===== src/rtl/freq_div_prog.sv =====
// Programmable integer clock divider: divides clk_10M by a runtime-loadable N >= 2,
// producing a registered square wave (ceil(N/2) low, floor(N/2) high) and a wrap tick.
module freq_div_prog #(
  parameter int unsigned CNT_W       = 16,
  parameter int unsigned DIV_DEFAULT = 20
) (
  input  logic             clk_10M,
  input  logic             reset,
  input  logic             en,
  input  logic             div_load,
  input  logic [CNT_W-1:0] div_val,
  output logic             clk_out,
  output logic             tick,
  output logic [CNT_W-1:0] div_cur,
  output logic             load_pend,
  output logic             err
);

  localparam logic [CNT_W-1:0] DivDef = CNT_W'(DIV_DEFAULT);
  localparam logic [CNT_W-1:0] DivMin = CNT_W'(2);
  localparam logic [CNT_W-1:0] One    = CNT_W'(1);

  logic [CNT_W-1:0] cnt_q, cnt_d;
  logic [CNT_W-1:0] div_n_q, div_n_d;
  logic [CNT_W-1:0] div_p_q, div_p_d;
  logic             pend_q, pend_d;
  logic             clk_q, clk_d;
  logic             tick_q, tick_d;
  logic             err_q, err_d;

  logic             wrap;
  logic             load_ok;
  logic             load_bad;
  logic [CNT_W-1:0] low_len;

  always_comb begin
    wrap     = en && (cnt_q == (div_n_q - One));
    load_ok  = en && div_load && (div_val >= DivMin);
    load_bad = en && div_load && (div_val < DivMin);

    cnt_d = cnt_q;
    if (en) begin
      cnt_d = wrap ? '0 : cnt_q + One;
    end

    // A wrap consumes the value that was pending before this cycle's load.
    div_n_d = (wrap && pend_q) ? div_p_q : div_n_q;
    div_p_d = load_ok ? div_val : div_p_q;
    pend_d  = load_ok ? 1'b1 : (wrap ? 1'b0 : pend_q);

    // Output flop is computed from the next count and next divisor.
    low_len = div_n_d - (div_n_d >> 1);
    clk_d   = (cnt_d >= low_len);
    tick_d  = wrap;
    err_d   = load_bad;
  end

  always_ff @(posedge clk_10M) begin
    if (reset) begin
      cnt_q   <= '0;
      div_n_q <= DivDef;
      div_p_q <= DivDef;
      pend_q  <= 1'b0;
      clk_q   <= 1'b0;
      tick_q  <= 1'b0;
      err_q   <= 1'b0;
    end else begin
      cnt_q   <= cnt_d;
      div_n_q <= div_n_d;
      div_p_q <= div_p_d;
      pend_q  <= pend_d;
      clk_q   <= clk_d;
      tick_q  <= tick_d;
      err_q   <= err_d;
    end
  end

  assign clk_out   = clk_q;
  assign tick      = tick_q;
  assign div_cur   = div_n_q;
  assign load_pend = pend_q;
  assign err       = err_q;

endmodule

===== config.mk =====
export PLATFORM = sky130hd
export DESIGN_NAME = freq_div_prog
export DESIGN_NICKNAME = d
export VERILOG_FILES = /design/src/rtl/freq_div_prog.sv
export SDC_FILE = /design/constraint.sdc
export NUM_CORES = 1
export LEC_CHECK = 0
export CAP_MARGIN = 15
export CORE_MARGIN = 8
export CORE_UTILIZATION = 50
export CTS_BUF_LIST = sky130_fd_sc_hd__clkbuf_2 sky130_fd_sc_hd__clkbuf_4 sky130_fd_sc_hd__clkbuf_8
export CTS_CLUSTER_DIAMETER = 30
export DETAILED_ROUTE_END_ITERATION = 12
export HOLD_SLACK_MARGIN = 0.05
export PLACE_DENSITY = 0.82
export SYNTH_ARGS = -nofsm -noshare
export SYNTH_HDL_FRONTEND = slang
export SYNTH_SLANG_ARGS = --single-unit

===== constraint.sdc =====
create_clock -name clk_10M -period 6.6 [get_ports clk_10M]
set_input_delay 0.66 -clock clk_10M [delete_from_list [all_inputs] [get_ports clk_10M]]
set_output_delay 0.66 -clock clk_10M [all_outputs]
set_load 0.1 [all_outputs]

==> results of run 1 <==
==> placed cells by master, fill, tap and decap left out, types with 7 or more instances in the layout <==
| cell | instances |
|---|---|
| dfxtp_1 | 52 |
| nand4_1 | 7 |
| nor2_1 | 58 |
| xnor2_1 | 23 |
| mux2i_1 | 27 |
| a21o_1 | 10 |
| nor4_1 | 7 |
| nor2b_1 | 11 |
| inv_1 | 26 |
| a21oi_1 | 19 |
| ha_1 | 31 |
| clkdlybuf4s50_1 | 38 |
| nand2_1 | 20 |
| o21ai_0 | 13 |
| and3_1 | 7 |
| nor3_1 | 19 |
| nand3_1 | 7 |
| xor2_1 | 24 |
==> per-stage QoR <==
stage               hold WS [ns]  power [mW]  util (%)  instance area (µm²)
floorplan                  0.456       0.358         -                 3750
global placement           0.475       0.376      57.4                 4170
detailed placement         0.487       0.377      57.4                 4170
CTS                        0.515       0.569      58.8                 4260
global route               0.539       0.586      58.9                 4270
finish                     0.509       0.566      58.9                 4270
==> worst max path at each step <==
| stage | startpoint | slack [ns] | endpoint |
|---|---|---|---|
| 3_3_place_gp | div_cur[0] | 0.69 | clk_out |
| 2_1_floorplan | div_cur[4] | 0.24 | clk_out |
| 4_1_cts | div_cur[0] | 0.40 | clk_out |
| 5_1_grt | div_cur[0] | 0.02 | clk_out |
| 6_report | div_cur[0] | 0.43 | clk_out |
| 3_5_place_dp | div_cur[0] | 0.42 | clk_out |
==> area by class of cell <==
type / count / share of cell area (%)
Timing Repair Buffer: 41 / 9.38
Inverter: 26 / 2.29
Clock inverter: 2 / 0.352
Sequential cell: 52 / 24.4
Tap cell: 99 / 2.90
Clock buffer: 6 / 1.93
Multi-Input combinational cell: 349 / 58.8
==> flip-flops by register name, indices dropped and copies added (netlist names) <==
signal     cells
cnt_q         16
div_cur       16
div_p_q       16
clk_out        1
err            1
load_pend      1
tick           1
==> kinds of logic after synthesis <==
kind of cell    after synthesis
mux                          31
simple gates                162
fa+ha+maj                    32
buf+inv                      48
compound gates               77
xor+xnor                     47
flops                        52
==> per-layer routing <==
metal | track usage, % | wire length, µm
met1 | 21.8 | 3870
met2 | 31.4 | 4460
met3 | 2.50 | 421
met4 | 7.34 | 191
met5 | 0 | 0
==> worst reg2reg max path, cell delays in order, from the launching register on <==
cell and delay (ns):
dfxtp_1 0.37, inv_1 0.08, ha_1 0.19, or4b_1 0.52
or4_4 0.51, a21boi_2 0.16, o211ai_1 0.10, or4_1 0.55
mux2_2 0.34, ha_1 0.18, inv_1 0.05, fa_1 0.40
a21oi_1 0.35, o21ai_0 0.17, a21oi_1 0.24, a21oi_2 0.12
o21ai_1 0.22, o21ai_1 0.11, xnor2_1 0.13, ha_1 0.30
a21o_1 0.18, a211o_1 0.31, a211o_1 0.27, o221a_2 0.22
==> power by group <==
group | internal (mW) | switching, mW | total, mW
sequential | 0.320 | 0.00596 | 0.326
combinational | 0.0219 | 0.0220 | 0.0440
clock | 0.0852 | 0.111 | 0.196
total | 0.427 | 0.139 | 0.566
==> run_results.csv, run 1 <==
group,metric,value,unit
clock_tree,clk_path_buf_depth,2,
yosys,synth-simple-area-share,22.2,%
power,power_per_cell_area,132,nW/µm²
layout,area_delta_synth_final,13.9,%
timing,rsz0062_at_grt,"false",
place,port_buffers,39,
clock_tree,cts-resized-gates,0,
yosys,mappedNetlistArea,3750,µm²
routing,drcViolationCount,0,
yosys,synth.top_cell.area_share,27.8,%
setup_path,required,6.80,ns
layout,regArea,1040,µm²
setup_path,worstPathArrival,6.37,ns
timing,fin_skew,0.00766,ns
hold_path,worstHoldPathCells,2,
die,io_pins,40,
global_route,antenna_found_initial,0,
yosys,yosysMostFrequentCell,"nor2_1",
flow_run,cap_violations,0,
setup_path,path_depth,23,
yosys,synth_fp_nets,501,
yosys,synth_top_family_by_area,"simple AND/OR/NAND/NOR gates",
yosys,ys_seq_area_share,27.8,%
timing,fin_crit,6.17,ns
clock_tree,htreeDepth,2,
layout,drive_above_1_share,5.67,%
timing,slew_headroom,30.0,%
die,dieWidth,103,µm
setup_path,critPathSlowestCell,"or4_1",
clock_tree,hold_buffers,0,
setup_path,critPathMostFrequentCell,"ha_1",
yosys,synth_edf_count,0,
clock_tree,cts_tree,"built",
routing,drt_wl_total,8940,µm
timing,hold_violations,0,
global_route,grt_max_degree,53,
die,die_area,10500,µm²
hold_path,whs_endpoint,"div_p_q[9]",
yosys,synth_warnings,0,
setup_path,crit_chain,"inv_1, ha_1, or4b_1, or4_4, a21boi_2, o211ai_1, or4_1, mux2_2, ha_1, inv_1, fa_1, a21oi_1, o21ai_0, a21oi_1, a21oi_2, o21ai_1, o21ai_1, xnor2_1, ha_1, a21o_1, a211o_1, a211o_1, o221a_2",
global_route,grt_pass1_wl,15300,µm
setup_path,rr_startpoint,"div_cur[0]",
yosys,synthMuxAreaShare,8.68,%
layout,stdcell_count,575,
clock_tree,post-cts-setup-buffers,0,
place,post-place-ws,0.416,ns
timing,worst_pin_slew,1.05,ns
place,place.gp.congestion,0.873,
yosys,synth_seq_cells,52,
timing,finalSetupViolCount,0,
setup_path,path_buf_inv,2,
setup_path,critPathKind,"reg -> reg",
timing,layout_setup_ws,0.434,ns
setup_path,cp_top_family,"compound AO/OA/AOI/OAI gates",
die,row_count,31,
clock_tree,cts_buffers,5,
clock_tree,cts.sinks,52,
hold_path,hold_path_startpoint,"div_p_q[9]",
power,ir_drop,0.000115,V
setup_path,end_kind,"register",
timing,slew_violations,0,
die,core-area,7250,µm²
timing,tns,0,ns
routing,wire_per_inst,15.6,µm
timing,max_freq,0.162,GHz
layout,insertedDiodeCount,0,
clock_tree,clock_latency,0.31,ns
setup_path,cp_max_fo,6,
setup_path,worstSetupStartpointType,"register",
layout,fillers,646,
hold_path,hold_class,"reg -> reg",
place,dp_cells,567,
routing,ant_nets,0,
yosys,async_reset_ff_share,0,%
die,start_util,51.7,%
clock_tree,cts_root_buf,"clkbuf_8",
global_route,grt_pass1_vias,3326,
timing,period_share,93.4,%
clock_tree,cts.clk_slew.worst_paths,0.10,ns
power,p_leak,1.94,nW
yosys,ys_types,57,
yosys,synthAdderAreaFrac,10.9,%
setup_path,max_stage_delay,0.55,ns
global_route,globalRoute.totalOverflow,0,
routing,vias,3269,
yosys,synth_compound_area_share,13.8,%
yosys,synth_commonest_cells,"nor2_1, dfxtp_1, ha_1, mux2i_1, inv_1",
setup_path,worst-r2r-setup-slack,0.43,ns
yosys,synthTopCellsByArea,"dfxtp_1, ha_1, mux2i_1",
routing,drt_iter0_markers,163,
layout,multi_input_area,2510,µm²
routing,viasPerCell,5.69,
yosys,synthCells,449,
setup_path,worstRegToRegCells,23,
place,dp_hpwl,7090,µm
status,outcome,"complete, no violations",
yosys,ys_dominant_reg_cell,"dfxtp_1",
setup_path,reg2reg_to,"clk_out",
yosys,postSynthAreaPerCell,8.35,µm²
die,die_h,103,µm
yosys,synthXorXnorAreaFrac,11.0,%
layout,nets,527,
global_route,grt_usage,18.1,%
yosys,synth_area_leader_cell,"dfxtp_1",
routing,drtPass1Iterations,5,
No activity file was read; power rests on OpenSTA's default activity.
==> run 2: changes to the inputs <==
Settings changed: CORE_ASPECT_RATIO set to 0.6.
Clock period 6.6 ns to 7.15 ns, I/O delays scaled along.
==> run 2 against run 1 <==
Net effect: utilization down 0.20 points; setup slack gained 0.16 ns; count of clock-buffer cells in the layout unchanged; flip-flop and latch count unchanged; clock skew shrank 0.0033 ns; cell count up 0.87%.
==> run_results.csv, run 2 (same netlist as run 1, synthesis figures left out) <==
group,metric,value,unit
power,total_power,0.523,mW
setup_path,worstSetupStartpointType,"register",
routing,ant_nets,0,
place,place.gp.congestion,0.878,
timing,slew_headroom,31.8,%
global_route,antenna_found_initial,0,
layout,regArea,1040,µm²
routing,drt_wl_total,9780,µm
global_route,globalRoute.totalOverflow,0,
die,dieWidth,128,µm
setup_path,critPathKind,"reg -> reg",
routing,wire_per_inst,16.9,µm
setup_path,worstPathArrival,6.78,ns
layout,area_delta_synth_final,13.8,%
global_route,grt_max_degree,53,
power,p_sw_share,25.5,%
layout,nets,527,
setup_path,rr_startpoint,"div_cur[0]",
timing,holdWs,0.506,ns
setup_path,critPathLaunch,"div_cur[0]",
place,port_buffers,39,
timing,finalSetupViolCount,0,
clock_tree,cts-resized-gates,0,
timing,tns,0,ns
clock_tree,htreeDepth,2,
clock_tree,cts_root_buf,"clkbuf_8",
die,core-area,7270,µm²
die,die_area,10600,µm²
power,p_switching,0.133,mW
setup_path,worst-r2r-setup-slack,0.59,ns
place,dp_hpwl,7730,µm
routing,drcViolationCount,0,
setup_path,required,7.37,ns
layout,layout_common_cells,"nor2_1, dfxtp_1, clkdlybuf4s50_1",
power,p_leak,1.95,nW
global_route,grt_pass1_wl,16100,µm
status,outcome,"complete, no violations",
power,ir_drop,0.000113,V
global_route,grt_pass1_vias,3254,
power,comb_power_share,7.9,%
clock_tree,cts_tree,"built",
clock_tree,cts_buffers,5,
timing,rsz0062_at_grt,"false",
layout,drive_above_1_share,5.25,%
routing,viasPerCell,5.61,
clock_tree,clk_path_buf_depth,2,
power,power_per_cell_area,123,nW/µm²
timing,fin_crit,6.56,ns
layout,insertedDiodeCount,0,
timing,period_share,91.7,%
timing,fin_skew,0.00438,ns
power,seqPwrFrac,57.7,%
hold_path,hold_class,"reg -> reg",
timing,worst_pin_slew,1.02,ns
routing,vias,3253,
routing,drtPass1Iterations,5,
die,io_pins,40,
clock_tree,clock_latency,0.32,ns
routing,drt_iter0_markers,265,
timing,slew_violations,0,
timing,max_freq,0.152,GHz
setup_path,end_kind,"register",
power,clock_power_share,34.4,%
die,row_count,24,
clock_tree,post-cts-setup-buffers,0,
timing,hold_violations,0,
layout,multi_input_area,2500,µm²
flow_run,cap_violations,0,
layout,layout_commonest_cell,"nor2_1",
clock_tree,cts.sinks,52,
layout,fillers,676,
global_route,grt_usage,18.8,%
hold_path,hold_path_startpoint,"div_p_q[9]",
setup_path,cp_max_fo,14,
clock_tree,cts.clk_slew.worst_paths,0.10,ns
power,p_int,0.389,mW
die,die_h,83.1,µm
die,start_util,51.6,%
clock_tree,hold_buffers,0,
==> run 2: cell types whose count changed in the layout (fill, tap and decap cells not counted), sizes merged <==
cell	previous run	this run
clkinvlp	2	1
clkinv	0	1
==> run 2: power by group through the flow <==
stage | sequential, mW | clock [mW] | combinational [mW]
after floorplan | 0.308 | 0 | 0.0221
after global placement | 0.308 | 0 | 0.0399
after global routing | 0.302 | 0.197 | 0.0451
after detailed placement | 0.308 | 0 | 0.0412
after CTS | 0.301 | 0.185 | 0.0414
final | 0.302 | 0.180 | 0.0412
==> run 2: path summary, 6_finish.rpt <==
kind | end | depth (start not counted)
worst min register to register | div_p_q[9] | 2
worst min-delay path | div_p_q[9] | 2
worst max register to register | clk_out | 24
worst max-delay path | clk_out | 24
==> run 2: critical path: stages, from the launching register on <==
cell and delay, ns:
dfxtp_1 0.37, inv_1 0.07, ha_1 0.19, or4b_1 0.52, or4_4 0.51, a21boi_2 0.17
o211ai_1 0.11, or4_1 0.79, mux2i_1 0.50, ha_1 0.31, nor2b_1 0.13, o21a_1 0.19
nor2_1 0.21, o21ai_0 0.14, a211oi_1 0.27, mux2i_1 0.14, a21oi_1 0.28, o21bai_1 0.09
a21oi_1 0.19, xor2_1 0.10, ha_1 0.20, a21o_1 0.16, a211o_1 0.31, a211o_1 0.28
o221a_2 0.22
==> run 2: final cells by class <==
cell class,count,share of cell area (%)
Multi-Input combinational cell,349,58.7
Sequential cell,52,24.4
Timing Repair Buffer,41,9.39
Tap cell,104,3.05
Inverter,26,2.29
Clock buffer,6,1.79
Clock inverter,2,0.381
==> run 2: routing by layer <==
metal  vias to the layer above  wire length [µm]  track usage, %
met5                         -                 0               0
met4                         0                84            4.29
met3                        10               751            5.23
met2                       115              3960            26.4
met1                      1499              4990            27.2
li1                       1629                 -               -
==> run 2: metrics by stage <==
stage | cell area [µm²] | worst slack [ns] | utilization, % | cells
floorplan | 3750 | 0.794 | - | 449
detailed placement | 4170 | 0.687 | 57.4 | 572
global route | 4260 | 0.233 | 58.7 | 580
CTS | 4260 | 0.663 | 58.7 | 580
finish | 4260 | 0.591 | 58.7 | 580
global placement | 4170 | 0.913 | 57.4 | 572
